$ cat src/rtl/sprite_reg_pkg.sv
// Shared constants for the sprite register bank: sizes, register map, CTRL bits and reset defaults.
// Latency and backpressure are not applicable; this package holds constants only.
package sprite_reg_pkg;

  localparam int NUM_REGS = 16;
  localparam int REG_W    = 10;

  localparam logic [8:0] ADDR_CTRL    = 9'd16;
  localparam logic [8:0] ADDR_DIRTY   = 9'd17;
  localparam logic [8:0] ADDR_FRAME   = 9'd18;
  localparam logic [8:0] ADDR_IRQ_ACK = 9'd19;

  localparam int CTRL_IMM_BIT = 0;
  localparam int CTRL_FRZ_BIT = 1;

  localparam int unsigned RST_DFLT [16] = '{
    100, 100, 200, 150, 300, 550, 500, 100,
    100, 460,   0,  25,  41,   0,   0,   0
  };

  // Entries beyond the table reset to zero so larger banks stay well defined.
  function automatic int unsigned reg_default(input int idx);
    int unsigned v;
    v = 0;
    if (idx >= 0 && idx < 16) v = RST_DFLT[idx[3:0]];
    return v;
  endfunction

endpackage

$ cat src/rtl/frame_sync.sv
// Vsync falling-edge detector and frame counter; the edge is found against a registered copy of vga_vs.
// commit_o pulses for one cycle while the new low level meets the old high copy; no backpressure.
module frame_sync (
  input  logic        clk,
  input  logic        reset_n,
  input  logic        vga_vs_i,
  output logic        commit_o,
  output logic [15:0] frame_count_o
);

  logic        vs_q, vs_d;
  logic [15:0] cnt_q, cnt_d;

  always_comb begin
    vs_d     = vga_vs_i;
    commit_o = vs_q & ~vga_vs_i;
    cnt_d    = cnt_q;
    if (commit_o) cnt_d = cnt_q + 16'd1;
  end

  always_ff @(posedge clk or negedge reset_n) begin
    if (!reset_n) begin
      vs_q  <= 1'b1;
      cnt_q <= 16'd0;
    end else begin
      vs_q  <= vs_d;
      cnt_q <= cnt_d;
    end
  end

  assign frame_count_o = cnt_q;

endmodule

$ cat src/rtl/sprite_reg_bank.sv
// Double-buffered sprite registers on Avalon-MM; shadow commits to active on vsync fall; reads take one cycle.
// The commit interrupt on address 19 is built only when SPRITE_REG_IRQ_EN is defined; no backpressure.
module sprite_reg_bank
  import sprite_reg_pkg::*;
#(
  parameter int NUM_REGS = sprite_reg_pkg::NUM_REGS,
  parameter int REG_W    = sprite_reg_pkg::REG_W
) (
  input  logic                      clk,
  input  logic                      reset_n,
  input  logic                      chipselect,
  input  logic                      write,
  input  logic                      read,
  input  logic [8:0]                address,
  input  logic [31:0]               writedata,
  output logic [31:0]               readdata,
  input  logic                      vga_vs,
  output logic [NUM_REGS*REG_W-1:0] active_regs,
  output logic [15:0]               frame_count,
  output logic                      irq
);

  logic [NUM_REGS-1:0][REG_W-1:0] shadow_q, shadow_d;
  logic [NUM_REGS-1:0][REG_W-1:0] active_q, active_d;
  logic [NUM_REGS-1:0]            dirty_q, dirty_d;
  logic [1:0]                     ctrl_q, ctrl_d;
  logic [31:0]                    readdata_q, readdata_d, rdata_mux;
  logic                           commit_stb, do_commit, wr_en, rd_en;
  logic [REG_W-1:0]               wdata;
  logic                           unused_wdata;

  frame_sync u_frame_sync (
    .clk           (clk),
    .reset_n       (reset_n),
    .vga_vs_i      (vga_vs),
    .commit_o      (commit_stb),
    .frame_count_o (frame_count)
  );

  assign wr_en        = chipselect & write;
  assign rd_en        = chipselect & read;
  assign wdata        = writedata[REG_W-1:0];
  assign do_commit    = commit_stb & ~ctrl_q[CTRL_FRZ_BIT];
  assign unused_wdata = ^writedata;

  // Commit is applied first so a same-cycle write re-dirties its entry.
  always_comb begin
    shadow_d = shadow_q;
    active_d = active_q;
    dirty_d  = dirty_q;
    ctrl_d   = ctrl_q;
    if (do_commit) begin
      for (int i = 0; i < NUM_REGS; i++) begin
        if (dirty_q[i]) begin
          active_d[i] = shadow_q[i];
          dirty_d[i]  = 1'b0;
        end
      end
    end
    if (wr_en) begin
      for (int i = 0; i < NUM_REGS; i++) begin
        if (address == 9'(i)) begin
          shadow_d[i] = wdata;
          if (ctrl_q[CTRL_IMM_BIT]) begin
            active_d[i] = wdata;
            dirty_d[i]  = 1'b0;
          end else begin
            dirty_d[i]  = 1'b1;
          end
        end
      end
      if (address == ADDR_CTRL) ctrl_d = writedata[1:0];
    end
  end

  always_comb begin
    rdata_mux = 32'd0;
    for (int i = 0; i < NUM_REGS; i++) begin
      if (address == 9'(i)) rdata_mux = 32'(shadow_q[i]);
    end
    case (address)
      ADDR_CTRL:    rdata_mux = 32'(ctrl_q);
      ADDR_DIRTY:   rdata_mux = 32'(dirty_q);
      ADDR_FRAME:   rdata_mux = 32'(frame_count);
`ifdef SPRITE_REG_IRQ_EN
      ADDR_IRQ_ACK: rdata_mux = 32'(irq);
`endif
      default:      ;
    endcase
    readdata_d = rd_en ? rdata_mux : readdata_q;
  end

  always_ff @(posedge clk or negedge reset_n) begin
    if (!reset_n) begin
      for (int i = 0; i < NUM_REGS; i++) begin
        shadow_q[i] <= REG_W'(reg_default(i));
        active_q[i] <= REG_W'(reg_default(i));
      end
      dirty_q    <= '0;
      ctrl_q     <= 2'b00;
      readdata_q <= 32'd0;
    end else begin
      shadow_q   <= shadow_d;
      active_q   <= active_d;
      dirty_q    <= dirty_d;
      ctrl_q     <= ctrl_d;
      readdata_q <= readdata_d;
    end
  end

`ifdef SPRITE_REG_IRQ_EN
  logic irq_q, irq_d;

  // A commit outranks a same-cycle acknowledge.
  always_comb begin
    irq_d = irq_q;
    if (wr_en && address == ADDR_IRQ_ACK && writedata[0]) irq_d = 1'b0;
    if (do_commit) irq_d = 1'b1;
  end

  always_ff @(posedge clk or negedge reset_n) begin
    if (!reset_n) irq_q <= 1'b0;
    else          irq_q <= irq_d;
  end

  assign irq = irq_q;
`else
  assign irq = 1'b0;
`endif

  assign readdata    = readdata_q;
  assign active_regs = active_q;

endmodule

$ cat config.mk
export PLATFORM = sky130hd
export DESIGN_NAME = sprite_reg_bank
export DESIGN_NICKNAME = d
export VERILOG_FILES = /design/src/rtl/sprite_reg_pkg.sv /design/src/rtl/frame_sync.sv /design/src/rtl/sprite_reg_bank.sv
export SDC_FILE = /design/constraint.sdc
export NUM_CORES = 1
export LEC_CHECK = 0
export BUFFER_PORTS_ARGS = -buffer_cell sky130_fd_sc_hd__buf_2
export CORE_ASPECT_RATIO = 0.5
export CORE_MARGIN = 5
export CORE_UTILIZATION = 40
export CTS_CLUSTER_SIZE = 8
export DETAILED_ROUTE_END_ITERATION = 6
export PLACE_DENSITY = 0.65
export SYNTH_ARGS = -nofsm -noshare
export SYNTH_HDL_FRONTEND = slang
export SYNTH_HIERARCHICAL = 1
export SYNTH_SLANG_ARGS = --single-unit
$ cat constraint.sdc
create_clock -name clk -period 2.9 [get_ports clk]
set_input_delay 0.29 -clock clk [delete_from_list [all_inputs] [get_ports clk]]
set_output_delay 0.29 -clock clk [all_outputs]
set_load 0.05 [all_outputs]
==> impl_metrics.yaml <==
outcome:
  status: "finished, final reports clean"
pwr:
  p_seq_share_pct: 44.6
  power_switching_mw: 3.203
  power_frac_comb_pct: 8.5
  power_frac_clock_pct: 46.8
  sw_frac_of_total_pct: 26.25
  leakagePower_nw: 11.22
  p_per_area_mw_per_mm2: 576.8
  peakVddDrop_mv: 0.3994
  p_int_mw: 9.000
floorplanning:
  num_rows: 54
  die_area_mm2: 0.04912
  coreArea_mm2: 0.04378
  die_y_um: 159.2
  ioPinCount: 256
  start_util_pct: 40.70
  die-width_um: 308.5
setup_path:
  cp_slowest_cell: "dfstp_2"
  path_cells: "and2b_2 > nor2b_1 > buf_4 > nand2_1 > mux2i_1 > a21oi_1"
  cp.depth: 6
  crit_start: "u_frame_sync/vs_q"
  critPathCapture: "active_regs[17]"
  crit_arrival_ns: 2.88
  path_delay_family: "simple AND/OR/NAND/NOR gates"
  cp_max_fo: 11
  critPathCaptureType: "flop"
  r2r-start: "u_frame_sync/vs_q"
  crit_required_ns: 3.35
  r2r_setup_slack_ns: 0.47
  cp_num_buf_inv: 1
  r2r-end: "active_regs[17]"
  crit_type: "reg -> reg"
  reg2reg_depth: 6
  slowest_delay_ns: 0.52
  critPathLaunchType: "flop"
cells_and_area:
  antenna_cells: 0
  syn_to_final_growth_pct: 18.74
  layout.nets: 1906
  most-common-layout-cells: "dfrtp_1, nor2_1, buf_2"
  post-route-util_pct: 48.32
  drive_gt1_share_pct: 32.32
  final_common_cell: "dfrtp_1"
synth:
  ys_seq_area_share_pct: 52.73
  yosys.area.top_type: "dfrtp_1"
  synth-xor-area-share_pct: 0.7374
  synth_mux_area_share_pct: 21.19
  synth_seq_cells: 371
  synth_top_family_by_area: "multiplexers"
  synth_fa_ha_area_share_pct: 0.07022
  synth.avg_cell_area_um2: 10.82
  synth_area_leaders: "dfrtp_1, dfstp_2, mux2_2, mux2i_1, a21oi_1"
  syn-instance-count: 1646
  synthDistinctLibCells: 70
  ys.flop_type: "dfrtp_1"
  synth-simple-area-share_pct: 10.13
  ys.warnings.count: 6
  netlist_area_mm2: 0.01782
  synth_edf_count: 0
  synth-async-reset-ratio_pct: 100.0
  synth_compound_area_share_pct: 11.43
  synth.top_cell.area_share_pct: 39.61
sta:
  fin_crit_ns: 2.434
  finClkSkew_ns: 0.02676
  worst_slew_pin_slew_ns: 1.017
  setup_viol: 0
  rsz0062_at_grt: "no"
  hold_violations: 0
  fin_crit_sh_pct: 83.94
  slew_headroom_pct: 32.22
  tns_ns: 0
  fmax_mhz: 410.8
  drv_slew: 0
clocking:
  ctsHtreeMaxLevel: 2
  cts_root_buf: "clkbuf_16"
  cts_buffers: 52
  insertion_delay_ns: 0.58
  cts_resized: 0
  cts_buffer_depth: 3
  clkTransAtPathRegs_ns: 0.05
  clock-sinks: 371
  tritoncts: "yes"
routing:
  drtIter0Drc: 1468
  wl_um: 59450
  antenna_left: 0
  wl_per_cell_um: 23.90
  first_pass_iters: 6
  drc: 0
  vias: 14060
  viasPerCell: 5.649
global_route:
  grt_overflow: 0
  grt_pass1_vias: 14420
  grt_antenna_before_repair: 3
  grt_max_degree: 80
  grt_usage_pct: 23.61
  grt_pass1_wl_um: 90000
place:
  port_buffers: 216
  hpwl_um: 41050
  gp_congestion: 1.006
worst_hold_path:
  hold_path_class: "in -> reg"
flow_run:
  maxCapViolations: 0
==> worst register-to-register path, cell delays in order, from the launching register on <==
cell and delay (ns):
dfstp_2 0.52, and2b_2 0.22, nor2b_1 0.36, buf_4 0.32
nand2_1 0.46, mux2i_1 0.34, a21oi_1 0.11
==> Yosys cell counts (all sizes together) (3+ instances only) <==
master / n
a31oi: 9
nand2b: 9
and3: 8
o32ai: 9
clkbuf: 80
buf: 60
nand2: 71
o2bb2ai: 5
nand4: 4
nor2b: 10
nor2: 227
a32oi: 3
o211ai: 3
a22oi: 3
nor3: 17
a221o: 3
inv: 8
mux4: 3
a221oi: 12
mux2i: 178
nand3: 42
o21ai: 58
a21oi: 198
mux2: 171
and2: 6
dfrtp: 282
o22ai: 15
xor2: 6
a22o: 7
o221ai: 3
xnor2: 9
dfstp: 89
==> area by class of cell <==
class	instances	area (um^2)
timing repair buffer	282	1642
inverter	9	33.78
clock inverter	2	23.77
sequential	371	9395
tap	588	735.7
clock buffer	94	1501
multi-input combinational	1142	7824
fill	4089	22630
==> how the worst min path moves through the flow <==
| stage | from | endpoint | slack, ns | cells past startpoint |
|---|---|---|---|---|
| floorplan | reset_n | active_regs[0] | -0.006 | 0 |
| global placement | reset_n | active_regs[91] | 0.32 | 1 |
| detailed placement | reset_n | active_regs[58] | 0.33 | 1 |
| CTS | writedata[7] | active_regs[67] | 0.18 | 3 |
| global route | writedata[7] | active_regs[67] | 0.20 | 3 |
| finish | writedata[7] | active_regs[67] | 0.20 | 3 |
==> registers in the layout (all words and copies together) (netlist names) <==
register                    cells
u_frame_sync/frame_count_o     16
active_regs                   160
shadow_q                      160
ctrl_q                          2
dirty_q                        16
readdata                       16
u_frame_sync/vs_q               1
==> metal layers <==
layer	vias up	GRT usage, %	wire (um)
met4	6	7.518	1892
met1	7051	30.15	24060
met2	584	38.25	27820
li1	6261	-	-
met5	-	0	40
met3	153	7.803	5637
==> stage by stage <==
step | hold WS [ns] | setup WS [ns] | total power, mW | instances | area (um^2)
after floorplan | -0.005591 | 0.8043 | 6.107 | 1662 | 17880
after global placement | 0.3233 | 0.3381 | 6.550 | 2390 | 19610
after detailed placement | 0.3252 | 0.3216 | 6.560 | 2390 | 19610
after CTS | 0.1791 | 0.5201 | 12.26 | 2488 | 21160
after global routing | 0.2025 | 0.4114 | 12.59 | 2488 | 21160
final | 0.2031 | 0.4658 | 12.20 | 2488 | 21160
==> power by group through the flow <==
stage / Clock, mW / Combinational (mW) / Sequential [mW]
floorplan: 0 / 0.425 / 5.68
global placement: 0 / 1.02 / 5.52
detailed placement: 0 / 1.03 / 5.53
CTS: 5.78 / 1.04 / 5.44
global route: 6.03 / 1.11 / 5.45
finish: 5.72 / 1.04 / 5.44
==> cell families (layout without fill, tap and decap cells) <==
logic type / Yosys count / count (layout)
other cells: 1 / 17
simple gates: 407 / 407
fa+ha+maj: 1 / 1
buf+inv: 149 / 387
xor+xnor: 15 / 15
compound gates: 350 / 350
mux: 352 / 352
flops: 371 / 371
==> what timing repair did <==
item                                   CTS  global route
endpoints found under the hold margin   49             0
hold buffers                             2             0
buffers inserted                         0             0
Note: power is estimated with default switching activity, not from simulation.
